**config.mk**
```make
export PLATFORM = sky130hd
export DESIGN_NAME = seg7_scan_ctrl
export DESIGN_NICKNAME = d
export VERILOG_FILES = /design/src/rtl/seg7_pkg.sv /design/src/rtl/seg7_scan_timer.sv /design/src/rtl/seg7_scan_ctrl.sv
export SDC_FILE = /design/constraint.sdc
export NUM_CORES = 1
export LEC_CHECK = 0
export BUFFER_PORTS_ARGS = -buffer_cell sky130_fd_sc_hd__buf_2
export CORE_UTILIZATION = 58
export CTS_BUF_LIST = sky130_fd_sc_hd__clkbuf_16
export CTS_CLUSTER_DIAMETER = 80
export CTS_CLUSTER_SIZE = 14
export DETAILED_ROUTE_END_ITERATION = 12
export MAX_ROUTING_LAYER = met4
export PLACE_DENSITY = 0.87
export SETUP_SLACK_MARGIN = 0.1
export SLEW_MARGIN = 20
export SYNTH_ARGS = -nofsm -noshare
export SYNTH_HDL_FRONTEND = slang
export SYNTH_HIERARCHICAL = 1
export SYNTH_SLANG_ARGS = --single-unit
```
**constraint.sdc**
```tcl
create_clock -name clk -period 2.5 [get_ports clk]
set_input_delay 0.5 -clock clk [delete_from_list [all_inputs] [get_ports clk]]
set_output_delay 0.5 -clock clk [all_outputs]
set_load 0.01 [all_outputs]
```
**src/rtl/seg7_pkg.sv**
```systemverilog
// Shared types and constants for the seg7 scan controller slice.
package seg7_pkg;

  localparam int unsigned MAX_DIGITS = 8;

  localparam logic [1:0] MODE_HEX   = 2'd0;
  localparam logic [1:0] MODE_HI    = 2'd1;
  localparam logic [1:0] MODE_LO    = 2'd2;
  localparam logic [1:0] MODE_BLANK = 2'd3;

  typedef enum logic {IDLE, SCAN} state_t;

  // Control bundle presented to the shared SEG7 decoder
  typedef struct packed {
    logic [3:0] din;
    logic       num;
    logic       none;
    logic       dot;
    logic       hi_1;
    logic       hi_2;
    logic       lo_1;
    logic       lo_2;
  } seg_ctrl_t;

  localparam seg_ctrl_t SEG_OFF = '{din: 4'd0, num: 1'b0, none: 1'b1, dot: 1'b0,
                                    hi_1: 1'b0, hi_2: 1'b0, lo_1: 1'b0, lo_2: 1'b0};

endpackage

```
**src/rtl/seg7_scan_timer.sv**
```systemverilog
// Dwell counter and digit index for the display scan; digit_wrap/frame_wrap
// are registered flags that are high during the last dwell cycle.
module seg7_scan_timer #(
  parameter int unsigned NUM_DIGITS = 4,
  parameter int unsigned SCAN_DIV   = 50000
) (
  input  logic                          clk,
  input  logic                          reset,
  input  logic                          en,
  output logic [$clog2(NUM_DIGITS)-1:0] idx,
  output logic                          digit_wrap,
  output logic                          frame_wrap
);

  localparam int unsigned CNT_W = $clog2(SCAN_DIV);
  localparam int unsigned IDX_W = $clog2(NUM_DIGITS);
  localparam logic [CNT_W-1:0] CNT_MAX  = CNT_W'(SCAN_DIV - 1);
  localparam logic [IDX_W-1:0] IDX_LAST = IDX_W'(NUM_DIGITS - 1);

  logic [CNT_W-1:0] cnt_q, cnt_d;
  logic [IDX_W-1:0] idx_d;

  // Counter and index hold at zero while disabled so a scan starts on digit 0
  always_comb begin
    cnt_d = '0;
    idx_d = '0;
    if (en) begin
      if (digit_wrap) begin
        cnt_d = '0;
        idx_d = (idx == IDX_LAST) ? '0 : idx + 1'b1;
      end else begin
        cnt_d = cnt_q + 1'b1;
        idx_d = idx;
      end
    end
  end

  always_ff @(posedge clk or posedge reset) begin
    if (reset) begin
      cnt_q      <= '0;
      idx        <= '0;
      digit_wrap <= 1'b0;
      frame_wrap <= 1'b0;
    end else begin
      cnt_q      <= cnt_d;
      idx        <= idx_d;
      digit_wrap <= (cnt_d == CNT_MAX);
      frame_wrap <= (cnt_d == CNT_MAX) && (idx_d == IDX_LAST);
    end
  end

endmodule

```
**src/rtl/seg7_scan_ctrl.sv**
```systemverilog
// Time-multiplexed 7-segment scan controller with frame-synchronous word commit.
// Optional SEG7_LZB_EN: leading-zero blanking in HEX mode.
module seg7_scan_ctrl
  import seg7_pkg::*;
#(
  parameter int unsigned NUM_DIGITS = 4,
  parameter int unsigned SCAN_DIV   = 50000
) (
  input  logic                    clk,
  input  logic                    reset,
  input  logic                    in_valid,
  output logic                    in_ready,
  input  logic [1:0]              in_mode,
  input  logic [4*NUM_DIGITS-1:0] in_value,
  input  logic [NUM_DIGITS-1:0]   in_dots,
  output logic [3:0]              seg_din,
  output logic                    seg_num,
  output logic                    seg_none,
  output logic                    seg_dot,
  output logic                    seg_hi_1,
  output logic                    seg_hi_2,
  output logic                    seg_lo_1,
  output logic                    seg_lo_2,
  output logic [NUM_DIGITS-1:0]   an,
  output logic                    frame_done
);

  localparam int unsigned IDX_W = $clog2(NUM_DIGITS);
  localparam logic [IDX_W-1:0] IDX_LAST = IDX_W'(NUM_DIGITS - 1);
  localparam logic [IDX_W-1:0] IDX_NEXT = IDX_W'(NUM_DIGITS - 2);

  state_t                  state_q, state_d;
  logic                    ready_d, commit, transfer;
  logic [1:0]              pend_mode, act_mode;
  logic [4*NUM_DIGITS-1:0] pend_value, act_value;
  logic [NUM_DIGITS-1:0]   pend_dots, act_dots;
  seg_ctrl_t               seg_q, seg_d;
  logic [NUM_DIGITS-1:0]   an_pre, an_pre_d, shown;
  logic [IDX_W-1:0]        idx;
  logic                    digit_wrap, frame_wrap;
  logic [3:0]              nib;
  logic                    cur_dot, cur_show, nz_acc;

  seg7_scan_timer #(.NUM_DIGITS(NUM_DIGITS), .SCAN_DIV(SCAN_DIV)) u_timer (
    .clk        (clk),
    .reset      (reset),
    .en         (state_q == SCAN),
    .idx        (idx),
    .digit_wrap (digit_wrap),
    .frame_wrap (frame_wrap)
  );

  // Digits that survive blanking: at or below the highest nonzero nibble, plus digit 0
  always_comb begin
    nz_acc = 1'b0;
    shown  = '1;
`ifdef SEG7_LZB_EN
    for (int i = NUM_DIGITS - 1; i >= 0; i--) begin
      nz_acc   = nz_acc | (act_value[4*i +: 4] != 4'd0);
      shown[i] = nz_acc | (i == 0);
    end
`endif
  end

  assign transfer = in_valid && in_ready;

  always_comb begin
    state_d  = state_q;
    commit   = 1'b0;
    ready_d  = in_ready;
    seg_d    = SEG_OFF;
    an_pre_d = '1;
    nib      = 4'd0;
    cur_dot  = 1'b0;
    cur_show = 1'b0;
    for (int i = 0; i < NUM_DIGITS; i++) begin
      if (IDX_W'(i) == idx) begin
        nib      = act_value[4*i +: 4];
        cur_dot  = act_dots[i];
        cur_show = shown[i];
      end
    end
    case (state_q)
      IDLE: begin
        if (!in_ready) begin
          commit  = 1'b1;
          state_d = SCAN;
        end
      end
      SCAN: begin
        // Pending word swaps in only as the last digit of a frame retires
        if (frame_wrap && !in_ready) commit = 1'b1;
        an_pre_d  = ~(NUM_DIGITS'(1) << idx);
        seg_d.dot = cur_dot;
        case (act_mode)
          MODE_HEX: begin
            if (cur_show) begin
              seg_d.none = 1'b0;
              seg_d.num  = 1'b1;
              seg_d.din  = nib;
            end
          end
          MODE_HI: begin
            if (idx == IDX_LAST) begin
              seg_d.none = 1'b0;
              seg_d.hi_1 = 1'b1;
            end else if (idx == IDX_NEXT) begin
              seg_d.none = 1'b0;
              seg_d.hi_2 = 1'b1;
            end
          end
          MODE_LO: begin
            if (idx == IDX_LAST) begin
              seg_d.none = 1'b0;
              seg_d.lo_1 = 1'b1;
            end else if (idx == IDX_NEXT) begin
              seg_d.none = 1'b0;
              seg_d.lo_2 = 1'b1;
            end
          end
          default: seg_d.dot = 1'b0;
        endcase
      end
      default: state_d = IDLE;
    endcase
    if (transfer)    ready_d = 1'b0;
    else if (commit) ready_d = 1'b1;
  end

  always_ff @(posedge clk or posedge reset) begin
    if (reset) begin
      state_q    <= IDLE;
      in_ready   <= 1'b1;
      pend_mode  <= MODE_HEX;
      pend_value <= '0;
      pend_dots  <= '0;
      act_mode   <= MODE_HEX;
      act_value  <= '0;
      act_dots   <= '0;
      seg_q      <= SEG_OFF;
      an_pre     <= '1;
      an         <= '1;
      frame_done <= 1'b0;
    end else begin
      state_q  <= state_d;
      in_ready <= ready_d;
      if (transfer) begin
        pend_mode  <= in_mode;
        pend_value <= in_value;
        pend_dots  <= in_dots;
      end
      if (commit) begin
        act_mode  <= pend_mode;
        act_value <= pend_value;
        act_dots  <= pend_dots;
      end
      seg_q      <= seg_d;
      an_pre     <= an_pre_d;
      an         <= an_pre;
      frame_done <= frame_wrap;
    end
  end

  assign seg_din  = seg_q.din;
  assign seg_num  = seg_q.num;
  assign seg_none = seg_q.none;
  assign seg_dot  = seg_q.dot;
  assign seg_hi_1 = seg_q.hi_1;
  assign seg_hi_2 = seg_q.hi_2;
  assign seg_lo_1 = seg_q.lo_1;
  assign seg_lo_2 = seg_q.lo_2;

endmodule
```
==> impl_metrics.env <==
export IMPL_outcome="complete, no violations"
export IMPL_first_global_vias=2241
export IMPL_use_met3_pct=5.96
export IMPL_final_cell_mix="dfrtp_1, mux2_2, buf_2"
export IMPL_grt_use_total_pct=22.8
export IMPL_fin_skew_ns=0.0116
export IMPL_ctsHoldBuffers=0
export IMPL_synth_area_um2=3650
export IMPL_synth_nets=294
export IMPL_port_buffers=41
export IMPL_antenna_found_initial=0
export IMPL_grt_busiest_layer="met2"
export IMPL_fp_dieH_um=81.4
export IMPL_remaining_drc_errors=0
export IMPL_synthCells=263
export IMPL_critPathLaunchType="register"
export IMPL_nNetsFinal=339
export IMPL_period_minus_slack_ns=2.25
export IMPL_io_pins=42
export IMPL_synth_edf_count=0
export IMPL_cts_buffers=9
export IMPL_ys_types=48
export IMPL_initial_core_util_pct=61.0
export IMPL_startpoint="u_timer/cnt_q[0]"
export IMPL_final_hold_viol_count=0
export IMPL_cts_buffer_depth=2
export IMPL_power_density_nw_per_um2=678
export IMPL_min_path_type="in -> async"
export IMPL_die_area_um2=6620
export IMPL_endpoint="u_timer/frame_wrap"
export IMPL_ys_warnings_count=6
export IMPL_clock_root_buffer="clkbuf_16"
export IMPL_final_common_cell="dfrtp_1"
export IMPL_chipWidth_um=81.4
export IMPL_grt_remaining_overflow=0
export IMPL_cts_setup_buffers=0
export IMPL_syn2layout_area_growth_pct=14.8
export IMPL_period_share_pct=90.0
export IMPL_dp_cells=372
export IMPL_finalSetupViolCount=0
export IMPL_hpwl_mm=4.27
export IMPL_clock_sinks=86
export IMPL_clkTransAtPathRegs_ns=0.07
export IMPL_stdcell_count=388
export IMPL_grt_use_met2_pct=36.8
export IMPL_cts_resized=0
export IMPL_grt_util_met1_pct=27.4
export IMPL_cp_max_fo=6
export IMPL_r2r_setup_slack_ns=0.25
export IMPL_finalPower_uw=2840
export IMPL_fin_hold_ws_ns=0.229
export IMPL_tightest_slew_ns=0.774
export IMPL_vias_per_cell=5.57
export IMPL_worst_ep_arrival_time_ns=2.49
export IMPL_ys_ff_latch=86
export IMPL_antennaDiodeCount=0
export IMPL_cts_tree="done"
export IMPL_drt_pass1_iterations=5
export IMPL_reg2reg_to="u_timer/frame_wrap"
export IMPL_routed_wl_mm=6.43
export IMPL_worstReg2RegStart="u_timer/cnt_q[0]"
export IMPL_ys_seq_area_share_pct=59.2
export IMPL_layout_drive_gt1_share_pct=41.5
export IMPL_leakage_uw=0.00200
export IMPL_coreArea_um2=5990
export IMPL_grt_start_max_net_pins=67
export IMPL_max_slew_margin_pct=48.4
export IMPL_wl_per_cell_um=16.6
export IMPL_critPathKind="reg -> reg"
export IMPL_maxCapViolCount=0
export IMPL_num_vias=2163
export IMPL_max_freq_ghz=0.445
export IMPL_async_flop_share_pct=100
export IMPL_rsz0062_at_grt="no"
export IMPL_clk_latency_ns=0.34
export IMPL_drtAntennaViolNets=0
export IMPL_row_count=28
export IMPL_grt_first_pass_wirelength_mm=10.6
export IMPL_place_gp_congestion=0.869
export IMPL_cp_data_required_time_ns=2.74
export IMPL_ys_flop_type="dfrtp_1"
export IMPL_synth_area_per_cell_um2=13.9
export IMPL_htree_num_levels=3
export IMPL_endpoint_kind="register"
export IMPL_fin_setup_tns_ns=0
export IMPL_slew_viol_final=0
export IMPL_worstRegToRegCells=6
export IMPL_drtIter0Drc=168
export IMPL_ir_worst_vdd_mv=0.412
==> final cells by class <==
cell class | instances | area (um^2)
Inverter | 10 | 37.5
Fill cell | 397 | 1800
Timing Repair Buffer | 45 | 248
Multi-Input combinational cell | 156 | 1360
Clock buffer | 9 | 225
Sequential cell | 86 | 2160
Clock inverter | 7 | 67.6
Tap cell | 75 | 93.8
==> report_power, final <==
part / leakage (uW) / internal (uW) / total, uW / switching [uW]
Clock: 0.000143 / 768 / 1300 / 530
Combinational: 0.000749 / 45.8 / 88.5 / 42.7
Sequential: 0.00111 / 1430 / 1460 / 21.7
==> state kept, by name, indices dropped and copies added (netlist names), 2 cells and up <==
signal / cells
act_dots: 4
act_mode: 2
act_value: 16
an: 4
an_pre: 4
pend_dots: 4
pend_mode: 2
pend_value: 16
seg_din: 4
u_timer/cnt_q: 16
u_timer/idx: 2
==> per-stage QoR <==
stage / cell area, um^2 / util (%) / setup WS [ns]
CTS: 4190 / 70.0 / 0.277
finish: 4190 / 70.0 / 0.251
global route: 4190 / 70.0 / 0.155
floorplan: 3650 / - / 0.362
detailed placement: 3900 / 65.1 / 0.292
global placement: 3900 / 65.1 / 0.361
==> cells in the mapped netlist, types with 2 or more instances <==
cell type | count | area share (%)
or3_1 | 2 | 0.34
mux4_2 | 5 | 3.1
or4_1 | 2 | 0.41
xor2_1 | 7 | 1.7
nor2b_1 | 2 | 0.34
buf_6 | 5 | 1.5
ha_1 | 6 | 2.1
nand2b_1 | 4 | 0.68
mux2_2 | 43 | 13
dfrtp_1 | 76 | 52
dfstp_2 | 10 | 7.2
nand3_1 | 8 | 1.1
xnor2_1 | 6 | 1.4
a21oi_1 | 3 | 0.41
inv_1 | 10 | 1.0
nor2_1 | 21 | 2.2
o21ai_0 | 2 | 0.27
nand4_1 | 3 | 0.51
nand3b_1 | 3 | 0.62
nor4_1 | 2 | 0.34
o31ai_1 | 2 | 0.41
mux2i_1 | 2 | 0.55
buf_2 | 3 | 0.41
clkbuf_1 | 2 | 0.21
and2_1 | 6 | 1.0
nand2_1 | 6 | 0.62
==> critical path, cell delays in order, from the launching register on <==
cell and delay [ns]:
dfrtp_1 0.43, ha_1 0.34, nand2_4 0.10, or4_4 0.51, a2111oi_4 0.37, nand4b_2 0.16, nor4_2 0.25
==> how the worst min path moves through the flow <==
stage	start	to	slack, ns	depth (start not counted)
2_1_floorplan	an_pre[0]	an[0]	0.35	0
3_3_place_gp	an_pre[1]	an[1]	0.35	0
3_5_place_dp	an_pre[1]	an[1]	0.35	0
4_1_cts	reset	act_value[4]	0.25	3
5_1_grt	reset	pend_value[10]	0.28	3
6_report	reset	act_value[14]	0.23	3
==> logic make-up after synthesis <==
kind of cell             Yosys count  synth area share (%)
multiplexers                      51                  17.2
flip-flops                        86                  59.2
AND/OR/NAND/NOR                   73                  11.7
adder cells (fa/ha/maj)            6                  2.05
AO/OA/AOI/OAI                     13                  3.12
buffers and inverters             21                  3.60
XOR/XNOR                          13                  3.12
==> metal layers <==
| layer | wire length [um] | vias to the layer above | share of wire (%) |
|---|---|---|---|
| li1 | - | 996 | - |
| met1 | 2780 | 1109 | 43 |
| met2 | 3300 | 48 | 51 |
| met3 | 274 | 10 | 4.3 |
| met4 | 76 | 0 | 1.2 |
| met5 | 0 | - | 0 |
Power figures use the tool's default switching activity.
